### config.mk
export PLATFORM = sky130hd
export DESIGN_NAME = game_sequencer
export DESIGN_NICKNAME = d
export VERILOG_FILES = /design/src/rtl/pong_pkg.sv /design/src/rtl/button_sync.sv /design/src/rtl/game_sequencer.sv
export SDC_FILE = /design/constraint.sdc
export NUM_CORES = 1
export LEC_CHECK = 0
export BUFFER_PORTS_ARGS = -buffer_cell sky130_fd_sc_hd__buf_2
export CAP_MARGIN = 15
export CORE_ASPECT_RATIO = 2
export CORE_MARGIN = 2
export CORE_UTILIZATION = 43
export DETAILED_ROUTE_END_ITERATION = 8
export PLACE_DENSITY = 0.66
export SYNTH_ARGS = -nofsm -noshare
export SYNTH_HDL_FRONTEND = slang
export SYNTH_SLANG_ARGS = --single-unit
### constraint.sdc
create_clock -name clk -period 1.8 [get_ports clk]
set_input_delay 0.27 -clock clk [delete_from_list [all_inputs] [get_ports clk]]
set_output_delay 0.27 -clock clk [all_outputs]
set_load 0.01 [all_outputs]
### src/rtl/pong_pkg.sv
// Shared Pong definitions: state encodings, field widths and BCD helpers.
package pong_pkg;

    localparam int unsigned STATE_W = 3;
    localparam int unsigned SCORE_W = 8;
    localparam int unsigned DIGIT_W = 4;
    localparam int unsigned SPEED_W = 3;
    localparam int unsigned LIVES_W = 2;

    typedef enum logic [STATE_W-1:0] {
        ST_IDLE  = 3'd0,
        ST_SERVE = 3'd1,
        ST_PLAY  = 3'd2,
        ST_MISS  = 3'd3,
        ST_OVER  = 3'd4
    } state_e;

    // Two-digit BCD increment that holds at 99.
    function automatic logic [SCORE_W-1:0] bcd_inc_sat(input logic [SCORE_W-1:0] s);
        logic [DIGIT_W-1:0] tens;
        logic [DIGIT_W-1:0] ones;
        tens = s[SCORE_W-1:DIGIT_W];
        ones = s[DIGIT_W-1:0];
        if (s == SCORE_W'(8'h99)) begin
            return s;
        end
        if (ones == DIGIT_W'(9)) begin
            ones = '0;
            tens = tens + DIGIT_W'(1);
        end else begin
            ones = ones + DIGIT_W'(1);
        end
        return {tens, ones};
    endfunction

endpackage

### src/rtl/button_sync.sv
// Two-flop synchronizer for an asynchronous button plus a rising-edge pulse.
module button_sync (
    input  logic clk,
    input  logic reset,
    input  logic btn_i,
    output logic rise_c
);

    logic meta_q;
    logic sync_q;
    logic prev_q;

    always_ff @(posedge clk) begin
        if (reset) begin
            meta_q <= 1'b0;
            sync_q <= 1'b0;
            prev_q <= 1'b0;
        end else begin
            meta_q <= btn_i;
            sync_q <= meta_q;
            prev_q <= sync_q;
        end
    end

    // Combinational so the consuming FSM reacts on the third edge the button is high.
    assign rise_c = sync_q & ~prev_q;

endmodule

### src/rtl/game_sequencer.sv
// Pong game controller: phase sequencing, BCD score, lives and rally-driven ball speed.
module game_sequencer
    import pong_pkg::*;
#(
    parameter int unsigned SERVE_FRAMES   = 60,
    parameter int unsigned MISS_FRAMES    = 63,
    parameter int unsigned LIVES          = 3,
    parameter int unsigned HITS_PER_LEVEL = 4,
    parameter int unsigned MAX_SPEED      = 4
) (
    input  logic               clk,
    input  logic               reset,
    input  logic               frame_tick,
    input  logic               start_btn,
    input  logic               hit,
    input  logic               miss,
    output logic               ball_run,
    output logic               ball_center,
    output logic [SPEED_W-1:0] speed,
    output logic [SCORE_W-1:0] score,
    output logic [LIVES_W-1:0] lives,
    output logic               flash,
    output logic [STATE_W-1:0] state
);

    localparam int unsigned MAX_FRAMES = (SERVE_FRAMES > MISS_FRAMES) ? SERVE_FRAMES : MISS_FRAMES;
    localparam int unsigned CNT_W      = $clog2(MAX_FRAMES + 1);
    localparam int unsigned HIT_W      = $clog2(HITS_PER_LEVEL + 1);

    logic start_rise;

    state_e             state_q, state_d;
    logic [CNT_W-1:0]   cnt_q, cnt_d;
    logic [HIT_W-1:0]   hit_cnt_q, hit_cnt_d;
    logic [SPEED_W-1:0] speed_q, speed_d;
    logic [SCORE_W-1:0] score_q, score_d;
    logic [LIVES_W-1:0] lives_q, lives_d;
    logic               ball_run_q, ball_run_d;
    logic               ball_center_q, ball_center_d;
    logic               flash_q, flash_d;

    button_sync u_start_sync (
        .clk    (clk),
        .reset  (reset),
        .btn_i  (start_btn),
        .rise_c (start_rise)
    );

    always_ff @(posedge clk) begin
        if (reset) begin
            state_q       <= ST_IDLE;
            cnt_q         <= '0;
            hit_cnt_q     <= '0;
            speed_q       <= SPEED_W'(1);
            score_q       <= '0;
            lives_q       <= LIVES_W'(LIVES);
            ball_run_q    <= 1'b0;
            ball_center_q <= 1'b0;
            flash_q       <= 1'b0;
        end else begin
            state_q       <= state_d;
            cnt_q         <= cnt_d;
            hit_cnt_q     <= hit_cnt_d;
            speed_q       <= speed_d;
            score_q       <= score_d;
            lives_q       <= lives_d;
            ball_run_q    <= ball_run_d;
            ball_center_q <= ball_center_d;
            flash_q       <= flash_d;
        end
    end

    always_comb begin
        state_d       = state_q;
        cnt_d         = cnt_q;
        hit_cnt_d     = hit_cnt_q;
        speed_d       = speed_q;
        score_d       = score_q;
        lives_d       = lives_q;
        ball_center_d = 1'b0;

        case (state_q)
            ST_IDLE, ST_OVER: begin
                if (start_rise) begin
                    state_d       = ST_SERVE;
                    cnt_d         = CNT_W'(SERVE_FRAMES);
                    hit_cnt_d     = '0;
                    speed_d       = SPEED_W'(1);
                    score_d       = '0;
                    lives_d       = LIVES_W'(LIVES);
                    ball_center_d = 1'b1;
                end
            end
            ST_SERVE: begin
                if (frame_tick) begin
                    cnt_d = cnt_q - CNT_W'(1);
                    if (cnt_q == CNT_W'(1)) begin
                        state_d = ST_PLAY;
                    end
                end
            end
            ST_PLAY: begin
                // A miss in the same cycle as a hit discards the hit.
                if (miss) begin
                    lives_d = lives_q - LIVES_W'(1);
                    cnt_d   = CNT_W'(MISS_FRAMES);
                    state_d = (lives_q == LIVES_W'(1)) ? ST_OVER : ST_MISS;
                end else if (hit) begin
                    score_d = bcd_inc_sat(score_q);
                    if (hit_cnt_q == HIT_W'(HITS_PER_LEVEL - 1)) begin
                        hit_cnt_d = '0;
                        if (speed_q != SPEED_W'(MAX_SPEED)) begin
                            speed_d = speed_q + SPEED_W'(1);
                        end
                    end else begin
                        hit_cnt_d = hit_cnt_q + HIT_W'(1);
                    end
                end
            end
            ST_MISS: begin
                if (frame_tick) begin
                    cnt_d = cnt_q - CNT_W'(1);
                    if (cnt_q == CNT_W'(1)) begin
                        state_d       = ST_SERVE;
                        cnt_d         = CNT_W'(SERVE_FRAMES);
                        ball_center_d = 1'b1;
                    end
                end
            end
            default: begin
                state_d = ST_IDLE;
            end
        endcase

        ball_run_d = (state_d == ST_PLAY);
        flash_d    = (state_d == ST_MISS);
    end

    assign ball_run    = ball_run_q;
    assign ball_center = ball_center_q;
    assign speed       = speed_q;
    assign score       = score_q;
    assign lives       = lives_q;
    assign flash       = flash_q;
    assign state       = state_q;

endmodule

After elaboration in Yosys (flattened, before gate mapping)
Cells that the tools add are included.
Word-level totals
  input bits: 6
  register bits after elaboration: 31
  output and inout bits: 19
Operators by class
  reductions and logical operators: 10
  bitwise operators: 2
  add/subtract/negate cells: 6
  equality and inequality tests: 22
  muxes and demuxes: 43
Operators by type and width (count)
  $mux W3: 16
  $mux W8: 4
  $mux W6: 5
  $pmux W6 S4: 1
  $ne A2 B2 Y1 const B: 8
  $pmux W8 S2: 1
  $eq A3 B2 Y1 const B: 5
  $pmux W3 S2: 2
  $pmux W3 S4: 1
  $reduce_and A6 Y1: 2
  $reduce_and A5 Y1: 2
  $ne A3 B3 Y1 const B: 3
  $add A4 B1 Y4 const B: 2
  $eq A8 B8 Y1 const B: 1
  $mux W4: 2
  $mux W1: 7
  $add A3 B1 Y3 const B: 2
  $eq A6 B1 Y1 const B: 1
  $sub A6 B1 Y6 const B: 1
  $eq A4 B4 Y1 const B: 1
  $mux W2: 2
  $pmux W2 S2: 1
  $reduce_and A4 Y1: 1
  $reduce_bool A4 Y1: 1
  other kinds (11): 11

Logic depth before layout (Yosys ltp)
  depth in word-level cells: 9
  gate-level depth with buffers: 6
  gate-level depth less buffers: 6

By module
Synthesis repeated with hierarchy kept, for this count alone.
Second synthesis, totals
  cells, all modules: 200
  area, all modules: 1704.1 um^2
Modules (own cells, without submodules)
  game_sequencer: instances 1, cells an instance 193, area an instance 1616.6 um^2, seq. area each 560.5 um^2
  button_sync: instances 1, cells an instance 7, area an instance 87.6 um^2, seq. area each 60.1 um^2

Least setup slack after synthesis
No wires, ideal clock.
  kind: register to register
  start point: reg speed_q[0] (netlist: speed[0])
  end point: reg speed_q[1] (netlist: speed[1])
  stages on the path, launching flop included: 7
  arrival time: 1.758 ns
  setup time: 0.071 ns
  slack: -0.028 ns
  cell sequence: dfxtp_1 > inv_1 > ha_1 > and2_0 > o41a_1 > or4b_1 > a21oi_1
Between the ends
  longest elaborated chain between the ends: 6
  elaborated cells between the ends (all ways): 9
  those cells by class: add/sub (1); eq/ne (2); mux (5); reduce/logical (1)
RTL lines
  start, declared: line game_sequencer.sv:35  | logic [SPEED_W-1:0] speed_q, speed_d;
  start signal, assigned: line game_sequencer.sv:64  | speed_q <= speed_d;
  $add A3 B1 Y3: line game_sequencer.sv:113  | speed_d = speed_q + SPEED_W'(1);
  $mux W3: line game_sequencer.sv:112  | if (speed_q != SPEED_W'(MAX_SPEED)) begin
  $mux W3: line game_sequencer.sv:110  | if (hit_cnt_q == HIT_W'(HITS_PER_LEVEL - 1)) begin
  $mux W3: line game_sequencer.sv:108  | end else if (hit) begin
  $mux W3: line game_sequencer.sv:104  | if (miss) begin
  $pmux W3 S2: line game_sequencer.sv:82  | case (state_q)
Parallel ways exist; a longest one is shown, timed or not. The select of a mux whose other input is x is not followed.
A chain may end at the register's enable or synchronous reset.

Final worst setup path
  start point: reg speed_q[1] (netlist: speed[1])
  end point: reg speed_q[1] (netlist: speed[1])
The elaborated chain is that of the path after synthesis.

==> summary.md <==
| Metric | Value |
|---|---|
| Yosys warning count | `0` |
| Total CTS buffers | `5` |
| WHS Path Cells | `2` |
| CP cell instances | `inv_1, ha_4, and2_4, o41a_1, or4b_4, a21oi_2` |
| Clk Latency, worst-skew pair | `0.29 ns` |
| Worst Setup End Kind | `flop` |
| Global-route wire length before repair | `6630 um` |
| Setup CP Type | `flop to flop` |
| Antenna violations before repair | `0` |
| CTS tree | `done` |
| Initial DRC Count | `24` |
| Fin crit period | `1.85 ns` |
| Non-filler cells in the finished layout | `270` |
| Seq cells post-synth | `31` |
| Starting Density | `45.2%` |
| Die area | `4380 um2` |
| H-tree levels | `2` |
| Worst-margin pin slew | `0.590 ns` |
| Worst rel slew slack | `60.5%` |
| Final Hold Violating Endpoints | `0` |
| Setup_tns | `-0.0481 ns` |
| Period utilization | `103%` |
| Chip width | `47.8 um` |
| Largest net degree at the start of global routing | `16` |
| Vias per std cell | `5.50` |
| Nets@finish | `237` |
| TritonRoute pass-1 iters | `4` |
| R2r setup slk | `-0.05 ns` |
| Status | `complete, but fails checks` |
| Sink Count | `31` |
| VDD IR max | `0.393 mV` |
| Routed WL per cell | `14.8 um` |
| Top_reg_cell synth | `dfxtp_1` |
| Clk pwr share | `39.4%` |
| Post-Syn Area | `1650 um2` |
| CTS Hold Bufs | `0` |
| CP peak stage delay | `0.50 ns` |
| Worst-path clk slew | `0.07 ns` |
| Hold endpoint | `u_start_sync.meta_q` |
| Antenna Nets Post-Route | `0` |
| Syn nets | `197` |
| Placed cells | `261` |
| Internal power | `1.06 mW` |
| Total track usage | `20.8%` |
| # setup viols final | `1` |
| RePlAce Congestion | `0.780` |
| Switching share of power | `25.0%` |
| Grt ovf | `0` |
| Failing checks | `setup timing` |
| Share of power burned in registers | `50.8%` |
| Reg2reg start | `speed[1]` |
| Post-synth EDFFs | `0` |
| Final instance area | `2050 um2` |
| Leak | `0.887 nW` |
| Area Growth Syn to Fin | `24.5%` |
| Die span in y | `91.6 um` |
| Post-synthesis async set-or-reset flop share | `0%` |
| Syn Inst Count | `181` |
| Clk buf depth | `2` |
| Max cap viols | `0` |
| NetSw | `0.353 mW` |
| Overall Power | `1.41 mW` |
| Req. time, crit path | `2.02 ns` |
| Top achievable clock speed | `0.541 GHz` |
| Diode count | `0` |
| Pins over their slew limit | `0` |
| Util after Layout | `56.3%` |
| Number of global-route vias before repair | `1621` |
| Gate power share | `9.7%` |
| RSZ-0062 raised after global routing | `yes` |
| Crit path max fanout | `3` |
| Clock skew | `0.00740 ns` |
| Post-synthesis sequential area ratio | `37.6%` |
| Buffers on Ports | `24` |
| R2R Path End | `speed[1]` |
| DRC viols | `0` |
| Netlist cell types | `55` |
| Detailed Place HPWL | `2970 um` |
| HP Start | `start_btn` |
| Dpl cell area | `1900 um2` |
| I/O pins | `25` |
| Std-Cell Rows | `31` |
| Synthesized area per cell | `9.11 um2` |
| Worst Setup Start Kind | `flop` |
| Final wirelength | `4010 um` |
| Core Box Area | `3650 um2` |
| Root buffer cell | `clkbuf_8` |
| CP max stage cell | `or4b_4` |
| Worst hold path type | `input port to flop` |
| Layout cell share with drive strength beyond 1 | `28.5%` |
| Worst R2R Path Depth | `6` |
| Worst Path Arrival | `2.07 ns` |
| Via count | `1486` |
| Setup ws final | `-0.0481 ns` |
| PD cells | `689 nW/um2` |
[logic make-up after synthesis]
group | synth area share, %
buf+inv | 5.39
fa+ha+maj | 7.59
flops | 37.6
xor+xnor | 1.59
compound gates | 16.5
simple gates | 29.4
mux | 1.82
[sequential cells by signal, indices dropped and copies added, names as in the netlist, 2 cells and up]
signal     count
speed          3
cnt_q          6
state          3
score          8
lives          2
hit_cnt_q      3
[layer usage]
layer  track usage, %  vias to the layer above  routed length (um)
met5                0                        -                   0
met4             13.7                        0                 114
met3             4.77                       10                 126
met2             36.3                       28                2330
met1             18.9                      713                1440
li1                 -                      735                   -
[stage by stage]
stage,worst slack (ns),hold slack (ns)
2_1_floorplan,0.00426,0.398
3_3_place_gp,0.0713,0.427
3_5_place_dp,-0.0410,0.425
4_1_cts,-0.0198,0.188
5_1_grt,-0.0845,0.217
6_report,-0.0481,0.187
[layout by cell type (no fill, tap or decap), drive strengths merged, types with 5 or more instances in the layout]
cell type,n
a21oi,7
o21ai,7
or3,5
nor2,15
nor3,8
nor2b,6
dfxtp,31
nand2b,6
clkbuf,6
buf,41
and3b,5
nand2,6
inv,13
ha,10
[layout make-up]
cell class / count / area (um2)
Inverter: 13 / 48.8
Timing Repair Buffer: 41 / 248
Multi-Input combinational cell: 129 / 983
Fill cell: 351 / 1590
Sequential cell: 31 / 624
Tap cell: 49 / 61.3
Clock buffer: 6 / 82.6
Clock inverter: 1 / 5.00
[what timing repair did]
action	4_1_cts	5_1_grt
buffers inserted	0	2
endpoints found under the setup margin	3	4
pin swaps	1	4
endpoints found under the hold margin	0	0
gates resized for setup	4	10
[synthesized netlist by cell type (2+ instances only)]
cell type  instances  area share [%]
ha_1              10             7.6
and3_1             2            0.76
a211oi_1           3             1.4
nand3_1            2            0.61
nor2b_1            6             2.3
clkbuf_1           5             1.1
nor2_1            15             3.4
o21ai_0            6             1.8
buf_2              2            0.61
and3b_1            5             2.7
nor4b_1            2             1.1
nand4_1            3             1.1
mux2i_1            3             1.8
or3_1              5             1.9
inv_1             13             3.0
xnor2_1            2             1.1
o211ai_1           2            0.91
or3b_1             2             1.1
nand2b_1           6             2.3
nor3_1             8             2.4
a21oi_1            7             2.1
a41o_1             2             1.2
dfxtp_1           31              38
nand3b_1           3             1.4
nand2_1            6             1.4
[power by group through the flow]
stage	registers [mW]	logic [mW]	clock network (mW)
after floorplan	0.733	0.0812	0
after global routing	0.721	0.154	0.594
after CTS	0.719	0.135	0.567
final	0.719	0.138	0.558
after global placement	0.733	0.129	0
after detailed placement	0.734	0.133	0
[worst max-delay path by stage]
stage          startpoint  endpoint  slack, ns
2_1_floorplan    state[2]  speed[1]      0.004
3_3_place_gp     state[1]  score[2]       0.07
5_1_grt          speed[1]  speed[1]      -0.08
6_report         speed[1]  speed[1]      -0.05
3_5_place_dp     speed[0]  speed[1]      -0.04
4_1_cts          speed[0]  speed[1]      -0.02
[critical path, delay by kind of cell (launching register included)]
family / cells / cell delay, ns
simple gates: 2 / 0.64
compound gates: 2 / 0.58
flops: 1 / 0.33
fa+ha+maj: 1 / 0.16
buf+inv: 1 / 0.07
(Power assumes the default switching activity.)
